### config.mk
export PLATFORM = sky130hd
export DESIGN_NAME = iter_barrel_shifter
export DESIGN_NICKNAME = d
export VERILOG_FILES = /design/src/rtl/iter_barrel_shifter.sv
export SDC_FILE = /design/constraint.sdc
export NUM_CORES = 1
export LEC_CHECK = 0
export BUFFER_PORTS_ARGS = -buffer_cell sky130_fd_sc_hd__buf_2
export CELL_PAD_IN_SITES_DETAIL_PLACEMENT = 1
export CELL_PAD_IN_SITES_GLOBAL_PLACEMENT = 2
export CORE_ASPECT_RATIO = 0.7
export CORE_MARGIN = 3
export CORE_UTILIZATION = 36
export CTS_BUF_LIST = sky130_fd_sc_hd__clkbuf_8
export CTS_CLUSTER_SIZE = 8
export DETAILED_ROUTE_END_ITERATION = 8
export PLACE_DENSITY = 0.89
export SLEW_MARGIN = 20
export SYNTH_ARGS = -nofsm -noshare
export SYNTH_HDL_FRONTEND = slang
export SYNTH_SLANG_ARGS = --single-unit
### constraint.sdc
create_clock -name clk -period 3.1 [get_ports clk]
set_input_delay 0.465 -clock clk [delete_from_list [all_inputs] [get_ports clk]]
set_output_delay 0.465 -clock clk [all_outputs]
set_load 0.02 [all_outputs]
### src/rtl/iter_barrel_shifter.sv
// rtl/iter_barrel_shifter.sv - multi-cycle logarithmic barrel shifter/rotator
//
// Purpose: applies one barrel level (shift by 2^k) per clock to a registered
// work value. Supports SLL, SRL, SRA and ROR behind a start/busy/done handshake.
//
// Ports:
//   clk      rising-edge clock
//   reset    asynchronous active-high reset
//   start    request, accepted in IDLE or DONE
//   op       00 SLL, 01 SRL, 10 SRA, 11 ROR; sampled with start
//   data_in  operand; sampled with start
//   shamt    shift amount 0..WIDTH-1; sampled with start
//   busy     high while levels are being applied
//   done     one-cycle pulse, result valid while high
//   result   shifted value, held until the next operation completes

module iter_barrel_shifter #(
  parameter int WIDTH      = 32,
  parameter int EARLY_EXIT = 0,
  localparam int SHW       = $clog2(WIDTH)
) (
  input  logic             clk,
  input  logic             reset,
  input  logic             start,
  input  logic [1:0]       op,
  input  logic [WIDTH-1:0] data_in,
  input  logic [SHW-1:0]   shamt,
  output logic             busy,
  output logic             done,
  output logic [WIDTH-1:0] result
);

  localparam logic [1:0] OP_SLL = 2'b00;
  localparam logic [1:0] OP_SRL = 2'b01;
  localparam logic [1:0] OP_SRA = 2'b10;

  typedef enum logic [1:0] {
    ST_IDLE,
    ST_SHIFT,
    ST_DONE
  } state_t;

  state_t           state;
  logic [WIDTH-1:0] work;
  logic [1:0]       op_q;
  logic [SHW-1:0]   shamt_q;
  logic [SHW-1:0]   k;

  logic [WIDTH-1:0] shifted;
  logic [WIDTH-1:0] level_out;
  logic [SHW-1:0]   upper_bits;
  logic             last_level;
  logic             exit_now;

  // Only the level selected by k is active; each candidate is a constant
  // shift, so this is a small mux rather than a full variable shifter.
  always_comb begin
    shifted = work;
    for (int i = 0; i < SHW; i++) begin
      if (k == SHW'(i)) begin
        case (op_q)
          OP_SLL:  shifted = work << (2 ** i);
          OP_SRL:  shifted = work >> (2 ** i);
          // The work MSB still holds the original sign after earlier SRA levels.
          OP_SRA:  shifted = $unsigned($signed(work) >>> (2 ** i));
          default: shifted = (work >> (2 ** i)) | (work << (WIDTH - 2 ** i));
        endcase
      end
    end
  end

  always_comb begin
    level_out  = shamt_q[k] ? shifted : work;
    // Shamt bits above the current level; all-zero means nothing is left to do.
    upper_bits = shamt_q >> (k + SHW'(1));
    last_level = (k == SHW'(SHW - 1));
    exit_now   = last_level || ((EARLY_EXIT != 0) && (upper_bits == '0));
  end

  always_ff @(posedge clk or posedge reset) begin
    if (reset) begin
      state   <= ST_IDLE;
      work    <= '0;
      op_q    <= '0;
      shamt_q <= '0;
      k       <= '0;
      busy    <= 1'b0;
      done    <= 1'b0;
      result  <= '0;
    end else begin
      case (state)
        ST_IDLE, ST_DONE: begin
          done <= 1'b0;
          if (start) begin
            work    <= data_in;
            op_q    <= op;
            shamt_q <= shamt;
            k       <= '0;
            if ((EARLY_EXIT != 0) && (shamt == '0)) begin
              state  <= ST_DONE;
              result <= data_in;
              done   <= 1'b1;
              busy   <= 1'b0;
            end else begin
              state <= ST_SHIFT;
              busy  <= 1'b1;
            end
          end else begin
            state <= ST_IDLE;
          end
        end

        ST_SHIFT: begin
          // start is deliberately ignored here: no queueing of requests.
          work <= level_out;
          k    <= k + SHW'(1);
          if (exit_now) begin
            state  <= ST_DONE;
            result <= level_out;
            done   <= 1'b1;
            busy   <= 1'b0;
          end
        end

        default: begin
          state <= ST_IDLE;
          busy  <= 1'b0;
          done  <= 1'b0;
        end
      endcase
    end
  end

endmodule

Word-level counts from Yosys, hierarchy flattened
Cells that the tools add are included.
{"block": "op_classes", "reduce_logical": 9, "bitwise": 5, "addsub": 1, "magnitude_cmp": 1, "eq_ne": 10, "muxes": 25}
{"cell": "$pmux W32 S3", "count": 5}
{"cell": "$mux W32", "count": 7}
{"cell": "$pmux W32 S2", "count": 1}
{"cell": "$or A16 B32 Y32", "count": 1}
{"cell": "$or A24 B32 Y32", "count": 1}
{"cell": "$or A28 B32 Y32", "count": 1}
{"cell": "$or A30 B32 Y32", "count": 1}
{"cell": "$or A31 B32 Y32", "count": 1}
{"cell": "$eq A5 B2 Y1 const B", "count": 2}
{"cell": "$pmux W5 S2", "count": 1}
{"cell": "$reduce_and A2 Y1", "count": 4}
{"cell": "$mux W1", "count": 6}
{"cell": "$add A5 B1 Y5 const B", "count": 1}
{"cell": "$eq A5 B1 Y1 const B", "count": 1}
{"cell": "$eq A5 B3 Y1 const B", "count": 1}
{"cell": "$logic_not A5 Y1", "count": 1}
{"cell": "$lt A5 B4 Y1 const B", "count": 1}
{"cell": "$mux W5", "count": 1}
{"cell": "$eq A2 B1 Y1 const B", "count": 2}
{"cell": "$eq A2 B2 Y1 const B", "count": 2}
{"cell": "$logic_not A2 Y1", "count": 2}
{"cell": "$ne A2 B2 Y1 const B", "count": 2}
{"cell": "$pmux W2 S2", "count": 1}
{"cell": "$bmux W1 S3", "count": 1}
{"cell": "4 further kinds", "count": 4}
{"block": "totals", "wordCells": 59, "output_inout_bits": 34, "reg_bits": 80, "inputBits": 42}

Longest topological paths before layout
{"block": "depth", "ltp_word": 9, "ltp_mapped": 10, "ltp_nobuf": 7}

Worst setup path after synthesis
No wires, ideal clock.
{"block": "synth_path", "kind": "register -> register", "from": "reg k[0]", "to": "reg work[20]", "arrival_time_ns": 2.241, "path_stages_with_launch": 10, "setup_time_ns": 0.126, "period_less_slack_ns": 2.367, "setup_slack_ns": 0.733, "path_buffers": 2, "required_ns": 2.974, "cell_sequence": "dfrtp_1 -> clkbuf_1 -> inv_1 -> ha_1 -> or4b_4 -> buf_2 -> a2111oi_0 -> nor4_1 -> o311ai_1 -> nand2_1"}
{"block": "synth_via", "elab_chain_cells": 8, "word_cells_on_any_way": 14, "classes_between": "4 x eq/ne; 9 x mux; 1 x reduce/logical"}
{"item": "start: declaration", "line_no": "47", "rtl": "logic [SHW-1:0] k;"}
{"item": "start signal: assignment", "line_no": "116", "rtl": "k <= k + SHW'(1);"}
{"item": "$logic_not A5 Y1", "line_no": "60", "rtl": "if (k == SHW'(i)) begin"}
{"item": "$mux W32 (5 in series)", "line_no": "60"}
{"item": "$mux W32 (*)", "line_no": "73", "rtl": "level_out = shamt_q[k] ? shifted : work;"}
{"item": "$pmux W32 S2 (*)", "line_no": "91", "rtl": "case (state)"}
{"item": "end signal: assignment", "line_no": "95", "rtl": "work <= data_in;"}
{"item": "end signal: assignment", "line_no": "115", "rtl": "work <= level_out;"}
{"item": "end: declaration", "line_no": "44", "rtl": "logic [WIDTH-1:0] work;"}
Every way passes the cells marked *; elsewhere a longest branch is shown, timed or not. The select of a mux whose other input is x is not followed.
A chain may end at the register's enable or synchronous reset.

Final worst setup path
{"block": "layout_path", "from": "reg k[1]", "to": "reg work[11]"}
The elaborated chain is that of the path after synthesis.

==> flow_summary.toml <==
[sta]
fin_crit_sh_pct = 84.25
fin_ws_ns = 0.4881
worstMarginPinSlew_ns = 0.7770
setup_violations = 0
slew_headroom_pct = 47.73
skew_ns = 0.01781
period_needed_ns = 2.612
drv_slew = 0
finalHoldViolCount = 0
rsz0062_at_grt = "false"
fmax_ghz = 0.3829
timing.setup.tns_ns = 0

[floorplan]
rows = 40
pin_count = 76
dieArea_mm2 = 0.01978
start_util_pct = 37.31
die_y_um = 118.6
coreArea_mm2 = 0.01747
die_w_um = 166.8

[critical_path]
slowest_delay_ns = 0.59
worstPathRequired_ns = 3.44
critPathSlowestCell = "nor2_1"
critPathKind = "reg -> reg"
cp_data_arrival_time_ns = 2.95
end_kind = "flop"
worstPathCellList = "buf_4 > ha_1 > nor4b_2 > buf_4 > nor2_1 > o2111ai_1 > a221oi_1 > a221o_1"
r2r-start = "k[1]"
crit_path_end = "work[11]"
ff2ff_setup_slack_ns = 0.49
cp_max_fo = 15
r2r-end = "work[11]"
path_buf_inv = 2
worstSetupStartpoint = "k[1]"
critical_path.top_delay_family = "compound AO/OA/AOI/OAI gates"
ff2ff_path_depth = 8
crit_cells = 8
crit_top_cell = "buf_4"
cp-start-kind = "flop"

[min_path]
min_path_type = "in -> async"

[grt]
track_usage_pct = 28.49
grt_antenna_before_repair = 0
grt_pass1_vias = 7218
grt_max_degree = 59
globalRoute.totalOverflow = 0
grt_pass1_wl_um = 44340

[clock_tree]
clkTransAtPathRegs_ns = 0.10
post_cts_buffers = 0
cts-resized-gates = 0
tritoncts = "yes"
htreeDepth = 3
numCtsBuffers = 9
cts_buffer_depth = 2
root_buffer = "clkbuf_8"
cts_hold_buf = 0
clk_latency_ns = 0.40
cts.sinks = 79

[power_and_ir_drop]
clockPowerShare_pct = 8.8
power.density_mw_per_mm2 = 1452
share_seq_of_total_power_pct = 23.5
power_mw = 10.69
power_switching_mw = 6.029
irDropWorstVdd_mv = 0.5958
p_comb_share_pct = 67.8
p_leak_nw = 2.970
intPower_mw = 4.661
p_sw_share_pct = 56.40

[finish]
diodes = 0
nets = 906
area_growth_pct = 13.02
final_util_pct = 42.16
drive_above_1_share_pct = 19.65
mostFrequentLayoutCells = "nand2_1, dfrtp_1, buf_2, o21ai_0, a21oi_1"
fillers = 2143
final_common_cell = "nand2_1"

[drt]
detail-route-antenna-nets = 0
dr.first_iter.drc_count = 1036
dr.pass1.iters = 5
route.detailed.drc = 0
drt_wl_total_um = 28730
routed_via_density = 6.691
vias = 7333
wl_per_cell_um = 26.22

[place]
numPortBuffers = 75
dp_hpwl_um = 19990
dp_slack_ns = 0.6106
gp_congestion = 0.9607

[synthesis]
synth.cell_area_mm2 = 0.006516
synth_edf_count = 0
yosys_warnings = 0
async_flop_share_pct = 100.0
synth_nets = 878
ys_ff_latch = 79
ys_types = 71
synth-seq-area-share_pct = 30.34
postSynthCellCount = 832
avgSynthCellArea_um2 = 7.832
synthFlopType = "dfrtp_1"

[run_status]
status = "finished, final reports clean"

[flow_run]
maxCapViolations = 0
through the flow:
step	std cells	instance area (µm²)	hold WS (ns)
floorplan	832	6516	0.4401
global placement	1080	7137	0.4556
detailed placement	1080	7137	0.4654
CTS	1096	7365	0.1651
global route	1096	7365	0.1915
finish	1096	7365	0.1401
registers in the layout, summed over array words and instances, names as in the netlist:
| signal | count |
|---|---|
| k | 5 |
| shamt_q | 5 |
| op_q | 2 |
| result | 32 |
| state | 1 |
| work | 32 |
| done | 1 |
| busy | 1 |
Yosys cell counts (12+ instances only):
cell type / instances / share of area (%)
a31oi_1: 26 / 2.5
o21ai_0: 67 / 5.1
buf_2: 27 / 2.1
or3b_2: 12 / 1.6
a22oi_1: 21 / 2.4
a211oi_1: 22 / 2.5
nand2_1: 111 / 6.4
o22ai_1: 14 / 1.3
o21a_1: 24 / 2.8
dfrtp_1: 79 / 30
clkbuf_1: 61 / 3.5
a21oi_1: 53 / 4.1
mux2i_1: 28 / 4.3
nor3_1: 19 / 1.5
nor2_1: 40 / 2.3
nand3_1: 22 / 1.7
how the worst min path moves through the flow:
stage | to | cells after the start
2_1_floorplan | shamt_q[3] | 2
3_3_place_gp | result[25] | 2
3_5_place_dp | result[29] | 2
4_1_cts | shamt_q[3] | 2
5_1_grt | shamt_q[2] | 2
6_report | shamt_q[2] | 2
per-layer routing:
| layer | track usage (%) | routed length (µm) |
|---|---|---|
| met5 | 0 | 0 |
| met4 | 8.604 | 795 |
| met3 | 5.951 | 2737 |
| met2 | 40.70 | 11840 |
| met1 | 42.84 | 13360 |
power by group through the flow:
stage / logic, mW / registers, mW / clock network [mW]
floorplan: 4.96 / 2.08 / 0
CTS: 7.06 / 2.45 / 0.960
detailed placement: 7.02 / 2.47 / 0
global placement: 6.91 / 2.45 / 0
global route: 7.78 / 2.55 / 0.984
finish: 7.25 / 2.51 / 0.935
kinds of logic (layout without fill, tap and decap cells):
logic type / Yosys count / after routing / synth area share [%]
AOI/OAI and AO/OA: 333 / 333 / 34.45
xor gates and xnor gates: 1 / 1 / 0.1344
adders and majority gates: 4 / 4 / 0.7681
buffers and inverters: 108 / 141 / 7.431
DFF: 79 / 79 / 30.34
muxes: 30 / 30 / 4.647
and+or+nand+nor: 277 / 277 / 22.24
layout make-up:
cell class                      count  area, µm²  share of cell area [%]
Clock buffer                        9      123.9                   1.682
Clock inverter                      7      103.9                   1.410
Inverter                            4      16.27                  0.2209
Multi-Input combinational cell    645       4094                   55.59
Sequential cell                    79       1979                   26.88
Tap cell                          231      289.0                   3.925
Timing Repair Buffer              121      758.2                   10.30
Note: power is estimated with default switching activity, not from simulation.
